===== src/rtl/sseg_mux_driver_pkg.sv =====
// ---------------------------------------------------------------------------
// sseg_mux_driver_pkg
// Shared constants and types for the multiplexed seven-segment display
// driver. Imported by sseg_mux_driver and its hex2sseg decoder.
//
// Contents:
//   SSEG_BLANK  - segment pattern with every segment dark (active low)
//   PWM_LEVELS  - number of brightness steps a digit slot is divided into
//   out_mode_e  - whether the current scan slot drives its digit or stays dark
// ---------------------------------------------------------------------------
package sseg_mux_driver_pkg;

   localparam logic [6:0] SSEG_BLANK = 7'h7F;

   localparam int PWM_LEVELS = 16;

   typedef enum logic {
      OUT_DARK = 1'b0,
      OUT_LIT  = 1'b1
   } out_mode_e;

endpackage


===== src/rtl/sseg_mux_driver_hex2sseg.sv =====
// ---------------------------------------------------------------------------
// hex2sseg
// Combinational hex digit to seven-segment decoder, active-low segments.
// Bit order of sseg is {g, f, e, d, c, b, a}; a 0 lights the segment.
//
// Ports:
//   hex   in  4  value 0..F to display
//   sseg  out 7  segment pattern, active low
// ---------------------------------------------------------------------------
module hex2sseg
   import sseg_mux_driver_pkg::*;
(
   input  logic [3:0] hex,
   output logic [6:0] sseg
);

   // Lookup of the classic hex glyphs; lowercase b and d keep them
   // distinguishable from 8 and 0 on a seven-segment digit.
   always_comb begin
      sseg = SSEG_BLANK;
      case (hex)
         4'h0: sseg = 7'h40;
         4'h1: sseg = 7'h79;
         4'h2: sseg = 7'h24;
         4'h3: sseg = 7'h30;
         4'h4: sseg = 7'h19;
         4'h5: sseg = 7'h12;
         4'h6: sseg = 7'h02;
         4'h7: sseg = 7'h78;
         4'h8: sseg = 7'h00;
         4'h9: sseg = 7'h10;
         4'hA: sseg = 7'h08;
         4'hB: sseg = 7'h03;
         4'hC: sseg = 7'h46;
         4'hD: sseg = 7'h21;
         4'hE: sseg = 7'h06;
         4'hF: sseg = 7'h0E;
         default: sseg = SSEG_BLANK;
      endcase
   end

endmodule


===== src/rtl/sseg_mux_driver.sv =====
// ---------------------------------------------------------------------------
// sseg_mux_driver
// Time-multiplexed N-digit seven-segment driver. Each digit gets a slot of
// DIGIT_TICKS clock cycles; one digit is lit at a time from a shared segment
// bus. New values are staged in a shadow register and copied to the display
// register only at a frame boundary, so a scanned frame is never torn.
// Supports per-digit decimal point and blanking, leading-zero suppression
// and a 16-step brightness PWM inside each slot.
//
// Ports:
//   clk          in   1           system clock
//   reset        in   1           synchronous active-high reset
//   load         in   1           strobe: capture hex_in/dp_in/blank_in
//   hex_in       in   4*N_DIGITS  digit i nibble at [4i+3:4i], digit 0 rightmost
//   dp_in        in   N_DIGITS    decimal point request per digit
//   blank_in     in   N_DIGITS    1 = digit dark for its whole slot
//   lz_suppress  in   1           leading-zero suppression enable (live)
//   brightness   in   4           0 = 1/16 duty .. 15 = full duty (live)
//   AN           out  N_DIGITS    digit anodes, active low
//   sseg         out  7           segments {g..a}, active low
//   DP           out  1           decimal point, active low
//   frame_tick   out  1           pulse in the cycle after the scan wraps
// ---------------------------------------------------------------------------
module sseg_mux_driver
   import sseg_mux_driver_pkg::*;
#(
   parameter int N_DIGITS    = 8,
   parameter int DIGIT_TICKS = 100000,
   parameter int CNT_W       = 17
)
(
   input  logic                  clk,
   input  logic                  reset,
   input  logic                  load,
   input  logic [4*N_DIGITS-1:0] hex_in,
   input  logic [N_DIGITS-1:0]   dp_in,
   input  logic [N_DIGITS-1:0]   blank_in,
   input  logic                  lz_suppress,
   input  logic [3:0]            brightness,
   output logic [N_DIGITS-1:0]   AN,
   output logic [6:0]            sseg,
   output logic                  DP,
   output logic                  frame_tick
);

   localparam int IDX_W = (N_DIGITS > 1) ? $clog2(N_DIGITS) : 1;
   localparam logic [CNT_W-1:0] LAST_TICK = CNT_W'(DIGIT_TICKS - 1);
   localparam logic [IDX_W-1:0] LAST_IDX  = IDX_W'(N_DIGITS - 1);
   localparam logic [CNT_W:0]   PWM_STEP  = (CNT_W+1)'(DIGIT_TICKS / PWM_LEVELS);

   // Reject parameter sets the scan and PWM arithmetic cannot support.
   generate
      if (N_DIGITS < 2 || N_DIGITS > 8) begin : g_bad_digits
         $error("sseg_mux_driver: N_DIGITS must be in 2..8");
      end
      if (DIGIT_TICKS < PWM_LEVELS || (DIGIT_TICKS % PWM_LEVELS) != 0) begin : g_bad_ticks
         $error("sseg_mux_driver: DIGIT_TICKS must be a multiple of 16 and at least 16");
      end
      if ((64'(1) << CNT_W) < 64'(DIGIT_TICKS)) begin : g_bad_cnt_w
         $error("sseg_mux_driver: CNT_W too narrow for DIGIT_TICKS");
      end
   endgenerate

   logic [CNT_W-1:0]      tick_cnt;
   logic [IDX_W-1:0]      digit_idx;
   logic                  boundary;

   logic                  pending;
   logic [4*N_DIGITS-1:0] shadow_hex;
   logic [N_DIGITS-1:0]   shadow_dp;
   logic [N_DIGITS-1:0]   shadow_blank;
   logic [4*N_DIGITS-1:0] disp_hex;
   logic [N_DIGITS-1:0]   disp_dp;
   logic [N_DIGITS-1:0]   disp_blank;

   logic [N_DIGITS-1:0]   suppress;
   logic                  dark_above;

   logic [3:0]            sel_hex;
   logic [6:0]            dec_sseg;
   logic [CNT_W:0]        on_limit;
   logic                  in_window;
   out_mode_e             out_mode;
   logic [N_DIGITS-1:0]   an_next;
   logic [6:0]            sseg_next;
   logic                  dp_next;

   assign boundary = (tick_cnt == LAST_TICK) && (digit_idx == LAST_IDX);

   // Slot timer and scan position. The counter runs through one slot, and
   // each time it wraps the scan moves to the next digit, wrapping back to
   // digit 0 after the leftmost one.
   always_ff @(posedge clk) begin
      if (reset) begin
         tick_cnt  <= '0;
         digit_idx <= '0;
      end else if (tick_cnt == LAST_TICK) begin
         tick_cnt  <= '0;
         digit_idx <= (digit_idx == LAST_IDX) ? '0 : digit_idx + IDX_W'(1);
      end else begin
         tick_cnt  <= tick_cnt + CNT_W'(1);
      end
   end

   // Frame pulse, registered so it lands in the first cycle of the new frame.
   always_ff @(posedge clk) begin
      if (reset) begin
         frame_tick <= 1'b0;
      end else begin
         frame_tick <= boundary;
      end
   end

   // Double-buffered display values. A load always lands in the shadow and
   // marks it pending; the display picks up the shadow only at a frame
   // boundary. A load that coincides with the boundary wins the pending flag,
   // so the display takes the previous shadow now and the fresh values wait
   // one more frame instead of being dropped.
   always_ff @(posedge clk) begin
      if (reset) begin
         pending      <= 1'b0;
         shadow_hex   <= '0;
         shadow_dp    <= '0;
         shadow_blank <= '1;
         disp_hex     <= '0;
         disp_dp      <= '0;
         disp_blank   <= '1;
      end else begin
         if (boundary && pending) begin
            disp_hex   <= shadow_hex;
            disp_dp    <= shadow_dp;
            disp_blank <= shadow_blank;
         end
         if (load) begin
            shadow_hex   <= hex_in;
            shadow_dp    <= dp_in;
            shadow_blank <= blank_in;
            pending      <= 1'b1;
         end else if (boundary) begin
            pending      <= 1'b0;
         end
      end
   end

   // Leading-zero mask, walked from the most significant digit down. A zero
   // digit is hidden only while everything to its left is dark (hidden or
   // blanked); a lit digit or a zero carrying a decimal point stops the walk.
   // Digit 0 is never visited so a value of zero still shows a single "0".
   always_comb begin
      suppress   = '0;
      dark_above = 1'b1;
      for (int i = N_DIGITS - 1; i >= 1; i--) begin
         if (lz_suppress && (disp_hex[4*i +: 4] == 4'h0) && !disp_dp[i] && dark_above) begin
            suppress[i] = 1'b1;
         end
         dark_above = dark_above && (suppress[i] || disp_blank[i]);
      end
   end

   assign sel_hex = disp_hex[{digit_idx, 2'b00} +: 4];

   hex2sseg u_hex2sseg (
      .hex  (sel_hex),
      .sseg (dec_sseg)
   );

   // Brightness window: the digit is driven for the first (brightness+1)
   // sixteenths of its slot and dark for the remainder.
   assign on_limit  = ((CNT_W+1)'(brightness) + (CNT_W+1)'(1)) * PWM_STEP;
   assign in_window = ({1'b0, tick_cnt} < on_limit);

   // Decide whether this cycle lights the scanned digit and form the next
   // output pattern. When dark everything is held at its inactive level so
   // no ghosting shows on the shared segment bus.
   always_comb begin
      out_mode  = OUT_DARK;
      an_next   = '1;
      sseg_next = SSEG_BLANK;
      dp_next   = 1'b1;
      if (in_window && !disp_blank[digit_idx] && !suppress[digit_idx]) begin
         out_mode = OUT_LIT;
      end
      case (out_mode)
         OUT_LIT: begin
            an_next   = ~(N_DIGITS'(1) << digit_idx);
            sseg_next = dec_sseg;
            dp_next   = ~disp_dp[digit_idx];
         end
         default: begin
            an_next   = '1;
            sseg_next = SSEG_BLANK;
            dp_next   = 1'b1;
         end
      endcase
   end

   // Output register so the pins change cleanly, one cycle behind the scan.
   always_ff @(posedge clk) begin
      if (reset) begin
         AN   <= '1;
         sseg <= SSEG_BLANK;
         DP   <= 1'b1;
      end else begin
         AN   <= an_next;
         sseg <= sseg_next;
         DP   <= dp_next;
      end
   end

endmodule


===== config.mk =====
export PLATFORM = sky130hd
export DESIGN_NAME = sseg_mux_driver
export DESIGN_NICKNAME = d
export VERILOG_FILES = /design/src/rtl/sseg_mux_driver_pkg.sv /design/src/rtl/sseg_mux_driver_hex2sseg.sv /design/src/rtl/sseg_mux_driver.sv
export SDC_FILE = /design/constraint.sdc
export NUM_CORES = 1
export LEC_CHECK = 0
export CORE_MARGIN = 5
export CORE_UTILIZATION = 38
export CTS_BUF_LIST = sky130_fd_sc_hd__clkbuf_2
export CTS_CLUSTER_DIAMETER = 40
export DETAILED_ROUTE_END_ITERATION = 8
export PLACE_DENSITY = 0.57
export SYNTH_ARGS = -nofsm -noshare
export SYNTH_HDL_FRONTEND = slang
export SYNTH_HIERARCHICAL = 1
export SYNTH_SLANG_ARGS = --single-unit

===== constraint.sdc =====
create_clock -name clk -period 5.1 [get_ports clk]
set_clock_uncertainty 0.15 [all_clocks]
set_input_delay 0.51 -clock clk [delete_from_list [all_inputs] [get_ports clk]]
set_output_delay 0.51 -clock clk [all_outputs]
set_load 0.05 [all_outputs]

# Yosys cells after proc, flatten, opt, wreduce, memory -nomap -nowiden
# Memory sizes are Yosys's and may differ from the RTL's. A register that Yosys moved wholly into a read port is not among the register bits.
# Cells that the tools add are included.
# Widths: inputs -> output; s select.
# classes
n_eq_ne	2
muxes	17
reduce_logical	54
addsub	3
order_cmp	2
n_shift	2
n_mul	1
bitwise_logic	3
# ops
op	n
$shiftx 32x6->4	1
$logic_and 1x1->1	29
$logic_not 4->1	7
$lt 17x18->1	1
$add 17x1->17 const B	1
$eq 17x17->1 const B	1
$mul 5x12->17 const B	1
$mux 1	13
$bmux 1 s3	3
$logic_not 1->1	9
$not 8->8	1
$shl 1x3->8 const A	1
$logic_or 1x1->1	6
$add 4x1->5 const B	1
$lt 3x4->1 const B	1
$reduce_or 2->1	2
$add 3x1->3 const B	1
$eq 3x3->1 const B	1
$mux 3	1
$not 1->1	2
$reduce_bool 2->1	1
# totals
memories	1
in_bits	56
rom_bits	112
regBits	127
# memory_table
name	depth	width	read_ports	rd_clocked_by_memory_dff	wr	line	source
(name not given)	16	7	1	1	0	sseg_mux_driver_hex2sseg.sv:21	case (hex)

# Logic depth before layout (Yosys ltp)
# Gate-level depths: netlist (run 1).
# depth
word_depth	34
ltp_mapped	21
mapped_depth_nobuf	20

# Cells and area by module
# Netlist (run 1), hierarchy kept.
# by_module_without_submodules
mod	instances	seq_area_each_um2	cells_each	area_each_um2
sseg_mux_driver	1	2682.6	742	6643.9
hex2sseg	1	0.0	32	275.3

# Worst setup path before layout (run 1)
# OpenSTA, ideal clock, no wires.
# synth_timing
path_kind	input port to flip-flop
from	input port brightness[0]
to	register AN[4]
path_buffers	1
setup_slack_ns	0.140
t_arrival_ns	4.668
required_time_ns	4.809
setup_time_ns	0.141
stages	20
cell_sequence	ha_1 -> xor2_1 -> ha_1 -> xnor2_1 -> ha_1 -> ha_1 -> ha_1 -> a21o_1 -> a211oi_1 -> o21ai_0 -> a41oi_1 -> xor2_1 -> ha_1 -> nand2_1 -> o21ai_0 -> nor4_1 -> o21ai_0 -> o211ai_1 -> clkbuf_1 -> o211ai_1
# synth_via
elab_chain_len	8
# synth_lines
element	line	source
start: declaration	sseg_mux_driver.sv:39	input logic [3:0] brightness,
$add 4x1->5	sseg_mux_driver.sv:169	assign on_limit = ((CNT_W+1)'(brightness) + (CNT_W+1)'(1)) * PWM_STEP;
$mul 5x12->17	sseg_mux_driver.sv:169	
$lt 17x18->1	sseg_mux_driver.sv:170	assign in_window = ({1'b0, tick_cnt} < on_limit);
$logic_and 1x1->1 (2 in a row)	sseg_mux_driver.sv:180	if (in_window && !disp_blank[digit_idx] && !suppress[digit_idx]) begin
$mux 1	sseg_mux_driver.sv:180	
$not 1->1 (no line)	--	
$reduce_or 2->1 (no line)	--	
end signal: assignment	sseg_mux_driver.sv:204	AN <= an_next;
end: declaration	sseg_mux_driver.sv:40	output logic [N_DIGITS-1:0] AN,
# Every way passes these cells.
# A chain may end at the register's enable or synchronous reset.

# Worst setup path after layout (run 1)
# layout_timing
from	input port brightness[0]
to	register AN[7]
# The elaborated chain is that of the path after synthesis.

==> summary.txt, run 1 <==
STA
  • Final setup fails: 0
  • Final critical-path share of the clock period: 0.9118
  • Setup TNS: 0 ps
  • RSZ-0062 raised after global routing: false
  • Final hold slack: 233.5 ps
  • Fmax: 215.1 MHz
  • Final hold viol count: 0
  • Final min period: 4650 ps
  • Worst-margin pin slew: 855.7 ps
  • Max_slew headroom: 0.4279
  • Max-slew violation count: 0

Floorplanning
  • Die Span X: 144.9 um
  • Core ar.: 17960 um2
  • Die area: 21010 um2
  • I/O pin count: 73
  • Rows: 49
  • Chip height: 144.9 um
  • Starting Density: 0.3852

Global routing
  • Remaining Overflow, GRT: 0
  • Pin count of the biggest net entering global routing: 69
  • Antenna violations before repair: 1
  • Global Route Usage Sum: 0.1525
  • Vias in the first global route: 5343
  • First-pass GRT wire length: 26680 um

Hold path
  • Hold Crit Class: primary input to flip-flop
  • Min-delay src: dp_in[2]

Power
  • Power Dens Cells: 271.3 nW/um2
  • Clock share of power: 0.350
  • Sequential Power Share: 0.486
  • Net Switching: 0.6026 mW
  • Switching share of total power: 0.2686
  • VDD IR max: 0.0001433 V
  • Static Leak: 3.350 nW
  • Combinational group share of total power: 0.164
  • Internal power: 1.641 mW

Drt
  • Detailed Routing Iterations Pass 1: 4
  • DR WL/cell: 14.23 um
  • Post-route ant nets: 0
  • Drt drc: 0
  • Drt total wl: 15610 um
  • Routed via count: 5461
  • DRT iter0 DRCs: 301
  • Vias per std cell: 4.978

Synth
  • Synth top cells by count: dfxtp_1, nand2_1, nor2_1, a21oi_1, ha_1
  • Synth Flop Type: dfxtp_1
  • Post-synthesis net count: 892
  • Mapped Avg Cell Area: 8.939 um2
  • Synth warnings: 6
  • EDFF count, synth: 0
  • Cell variety after synth: 55
  • Cell area after synthesis: 6919 um2
  • Sequential element share of the synthesized area: 0.3877
  • #FFs+latches synth: 134
  • Most common cell in the netlist: dfxtp_1
  • Top cell type's share of synthesized area: 0.3877
  • Ys async rst share: 0
  • Post-Syn Instances: 774
  • Synth area leader: dfxtp_1
  • Synth top area cells: dfxtp_1, ha_1, nand2_1, mux2i_1, nor2_1

Placed design
  • Global placer's final weighted congestion: 0.8970
  • DP Wirelength: 11450 um
  • Port bufs: 72

Critical path
  • Critical path startpoint: brightness[0]
  • R2R cell count: 7
  • Setup crit start kind: primary input
  • Worst Path Class, Setup: primary input to flip-flop
  • CP Data Required Time: 5580 ps
  • Crit-path max FO: 16
  • Critical Path Sink: AN[7]
  • Worst path arrival time: 5130 ps
  • R2R Setup Slk: 1780 ps
  • R2R Path Start: tick_cnt[12]
  • Capture point of the worst reg-to-reg path: disp_hex[13]
  • Endpoint class of the critical path: flip-flop

Clock tree
  • Clock transition at path regs: 210 ps
  • H-tree levels: 4
  • CTS buffer count: 17
  • CTS tree: yes
  • Post-CTS Resized: 0
  • Clk root buf: clkbuf_2
  • Num Clock Sinks: 134
  • Maximum clock path buffer count: 2
  • Worst-Skew Late Latency: 700 ps
  • Postcts setup bufs: 0
  • # hold bufs at CTS: 1

Final layout
  • Filler cells: 1796
  • Share of cells above drive strength 1: 0.1038
  • Area of the multi-input gates: 3929 um2
  • Syn-to-layout area delta: 19.51%
  • FF+latch area: 2683 um2
  • Nets: 972

Outcome
  • Status: finished, final reports clean

Job
  • Max Cap Viol: 0
-- layout make-up --
type,count,share of cell area
multi-input cells,571,0.4751
flip-flops and latches,134,0.3244
repair buffers,105,0.1165
well taps,229,0.03465
clock inverters,15,0.02739
inverters,25,0.01135
clock buffers,17,0.01029
diodes,1,0.0003026
-- power groups by stage --
stage | combinational (mW) | sequential, mW | clock, mW
after floorplan | 0.235 | 1.11 | 0
after global placement | 0.369 | 1.11 | 0
after detailed placement | 0.369 | 1.11 | 0
after CTS | 0.373 | 1.09 | 0.817
after global routing | 0.418 | 1.09 | 0.855
final | 0.369 | 1.09 | 0.785
-- through the flow --
step | total power [mW] | area [um2] | utilization | instances | setup slack, ps
3_5_place_dp | 1.480 | 7945 | 0.4423 | 1063 | -247.7
6_report | 2.243 | 8269 | 0.4603 | 1097 | 449.9
2_1_floorplan | 1.341 | 6919 | - | 774 | 140.4
4_1_cts | 2.281 | 8267 | 0.4602 | 1096 | 554.2
5_1_grt | 2.368 | 8269 | 0.4603 | 1097 | 190.3
3_3_place_gp | 1.480 | 7945 | 0.4423 | 1063 | -185.3
-- critical path, cell delays in order --
cell and delay (ps):
clkdlybuf4s50_1 430, ha_1 230, and3_1 200, ha_1 220
xnor2_1 180, ha_1 260, ha_1 270, ha_1 310
a21o_1 200, a211oi_1 290, o21ai_0 170, a41oi_1 310
xor2_1 120, ha_1 320, nand4_1 100, or3_1 380
o21ai_0 150, o211ai_1 100, buf_4 200, o2111ai_1 200
-- how the worst min path moves through the flow --
| stage | endpoint | slack, ps | cells after the start |
|---|---|---|---|
| final | shadow_dp[2] | 230 | 3 |
| after global routing | shadow_hex[2] | 140 | 3 |
| after CTS | shadow_hex[2] | 130 | 3 |
| after detailed placement | disp_dp[0] | 300 | 2 |
| after global placement | disp_hex[3] | 290 | 2 |
| after floorplan | disp_blank[2] | 280 | 1 |
-- metal layers --
metal,share of wire,vias up,routed length [um],global-route usage
met5,0,-,0,0
met4,0.017,0,264,0.05650
met3,0.044,16,687,0.03492
met2,0.46,102,7203,0.2435
met1,0.48,2497,7452,0.2020
li1,-,2846,-,-
-- registers in the layout (all words and copies together), names as in the netlist --
| signal | cells |
|---|---|
| DP | 1 |
| AN | 8 |
| shadow_hex | 32 |
| shadow_blank | 8 |
| disp_dp | 8 |
| sseg | 7 |
| digit_idx | 3 |
| pending | 1 |
| disp_blank | 8 |
| disp_hex | 32 |
| shadow_dp | 8 |
| frame_tick | 1 |
| tick_cnt | 17 |
-- cell usage in the layout (no fill, tap or decap), drive strengths merged, types with 5 or more instances in the layout --
| cell | n |
|---|---|
| nor2b | 14 |
| o211ai | 13 |
| mux2i | 45 |
| nand3 | 11 |
| nor3 | 9 |
| o2111ai | 6 |
| bufinv | 5 |
| dfxtp | 134 |
| nand4 | 7 |
| o21ai | 11 |
| mux4 | 13 |
| buf | 34 |
| clkbuf | 17 |
| xnor2 | 14 |
| ha | 61 |
| a211o | 9 |
| nor2 | 85 |
| clkinv | 6 |
| nand2 | 130 |
| clkdlybuf4s50 | 70 |
| xor2 | 17 |
| nor4 | 8 |
| a21oi | 64 |
| inv | 26 |
| nand3b | 9 |
-- kinds of logic after synthesis --
family / after synthesis / share of synthesized area
flops: 134 / 0.3877
compound gates: 126 / 0.1145
fa+ha+maj: 62 / 0.1132
simple gates: 293 / 0.1913
xor+xnor: 31 / 0.03924
mux: 59 / 0.1096
buf+inv: 69 / 0.04448
Power figures use the tool's default switching activity.
==> inputs of run 2 (changes only) <==
MAX_ROUTING_LAYER = met4   (was unset)
==> summary.txt, run 2 (synthesis gave the netlist of run 1 again) <==
Outcome
  • Status: finished, final reports clean

STA
  • Fin worst setup slack: 456.5 ps
  • Fmax: 215.4 MHz
  • Worst-margin pin slew: 860.3 ps
  • Max-slew violation count: 0
  • RSZ-0062 raised after global routing: false
  • Setup TNS: 0 ps
  • Final setup fails: 0
  • Final critical-path share of the clock period: 0.9105
  • Max_slew headroom: 0.4249
  • Final hold viol count: 0
  • Final min period: 4644 ps

Power
  • Static Leak: 3.350 nW
  • VDD IR max: 0.0001446 V
  • Power Dens Cells: 271.3 nW/um2
  • Design Power: 2.243 mW

Drt
  • Drt total wl: 15660 um
  • Post-route ant nets: 0
  • DRT iter0 DRCs: 270
  • DR WL/cell: 14.29 um
  • Detailed Routing Iterations Pass 1: 5
  • Drt drc: 0
  • Vias per std cell: 5.028
  • Routed via count: 5511

Critical path
  • Crit-path max FO: 16
  • Worst Path Class, Setup: primary input to flip-flop
  • CP Data Required Time: 5580 ps
  • Setup crit start kind: primary input
  • Endpoint class of the critical path: flip-flop
  • Worst path arrival time: 5130 ps

Clock tree
  • Worst-Skew Late Latency: 710 ps
  • Num Clock Sinks: 134
  • Maximum clock path buffer count: 2
  • CTS tree: yes
  • CTS buffer count: 17
  • Postcts setup bufs: 0
  • H-tree levels: 4
  • Clock transition at path regs: 210 ps
  • Clk root buf: clkbuf_2

Floorplanning
  • Die Span X: 144.9 um
  • I/O pin count: 73
  • Core ar.: 17960 um2
  • Starting Density: 0.3852
  • Chip height: 144.9 um
  • Die area: 21010 um2
  • Rows: 49

Final layout
  • Nets: 972
  • Commonest non-fill, non-tap cell in the layout: dfxtp_1
  • Fin area: 8267 um2
  • Most frequent cells in the layout: dfxtp_1, nand2_1, nor2_1, clkdlybuf4s50_1
  • Share of cells above drive strength 1: 0.1038
  • Ant diodes: 0
  • Syn-to-layout area delta: 19.48%
  • Area of the multi-input gates: 3929 um2
  • Biggest regs: disp_hex x32, shadow_hex x32, tick_cnt x17
  • Filler cells: 1795
  • FF+latch area: 2683 um2

Global routing
  • Global Route Usage Sum: 0.1571
  • First-pass GRT wire length: 26650 um
  • Antenna violations before repair: 0
  • Remaining Overflow, GRT: 0
  • Pin count of the biggest net entering global routing: 69
  • Vias in the first global route: 5347

Placed design
  • Setup WS pre-CTS: -247.7 ps
  • Port bufs: 72
  • Global placer's final weighted congestion: 0.9123
  • DP Wirelength: 11450 um
  • Area after DPL: 7945 um2

Job
  • Max Cap Viol: 0

Hold path
  • Hold Crit Class: primary input to flip-flop
[run 2: cell types whose count changed in the layout (fill, tap and decap cells not counted)]
cell,before,now
diode_2,1,0
[run 2: final timing paths]
kind,start,end,slack (ps),cells after the start
max,brightness[0],AN[7],460,20
min,dp_in[2],shadow_dp[2],230,3
max reg2reg,tick_cnt[12],disp_hex[13],1770,7
min reg2reg,disp_hex[3],disp_hex[3],320,2
[run 2: repair_timing]
item                      CTS  global route
resized for setup           0             0
hold buffers                1             0
hold endpoints to repair   20             0
[run 2: per-stage QoR]
step / utilization / std cells / hold slack (ps)
detailed placement: 0.4423 / 1063 / 299.0
global placement: 0.4423 / 1063 / 294.3
global route: 0.4602 / 1096 / 135.9
finish: 0.4602 / 1096 / 228.8
floorplan: - / 774 / 277.3
CTS: 0.4602 / 1096 / 129.4
[run 2: final cells by class]
type | count | area share
multi-input cells | 571 | 0.4753
flip-flops and latches | 134 | 0.3245
repair buffers | 105 | 0.1165
well taps | 229 | 0.03466
clock inverters | 15 | 0.02740
inverters | 25 | 0.01135
clock buffers | 17 | 0.01029
[run 2: layer usage]
| metal | vias to the layer above | wire (um) | GRT usage |
|---|---|---|---|
| li1 | 2851 | - | - |
| met1 | 2528 | 7465 | 0.2032 |
| met2 | 109 | 7284 | 0.2435 |
| met3 | 23 | 634 | 0.03305 |
| met4 | 0 | 278 | 0.05650 |
| met5 | - | 0 | - |
[run 2: power by group]
group          switching, mW  internal (mW)
clock network          0.411          0.374
registers             0.0155           1.07
logic                  0.176          0.192
total                  0.602           1.64
[run 2: critical path, stage by stage]
cell and delay [ps]:
clkdlybuf4s50_1 430, ha_1 230, and3_1 200, ha_1 220, xnor2_1 180, ha_1 260
ha_1 270, ha_1 310, a21o_1 200, a211oi_1 290, o21ai_0 170, a41oi_1 310
xor2_1 120, ha_1 320, nand4_1 100, or3_1 380, o21ai_0 150, o211ai_1 100
buf_4 190, o2111ai_1 190
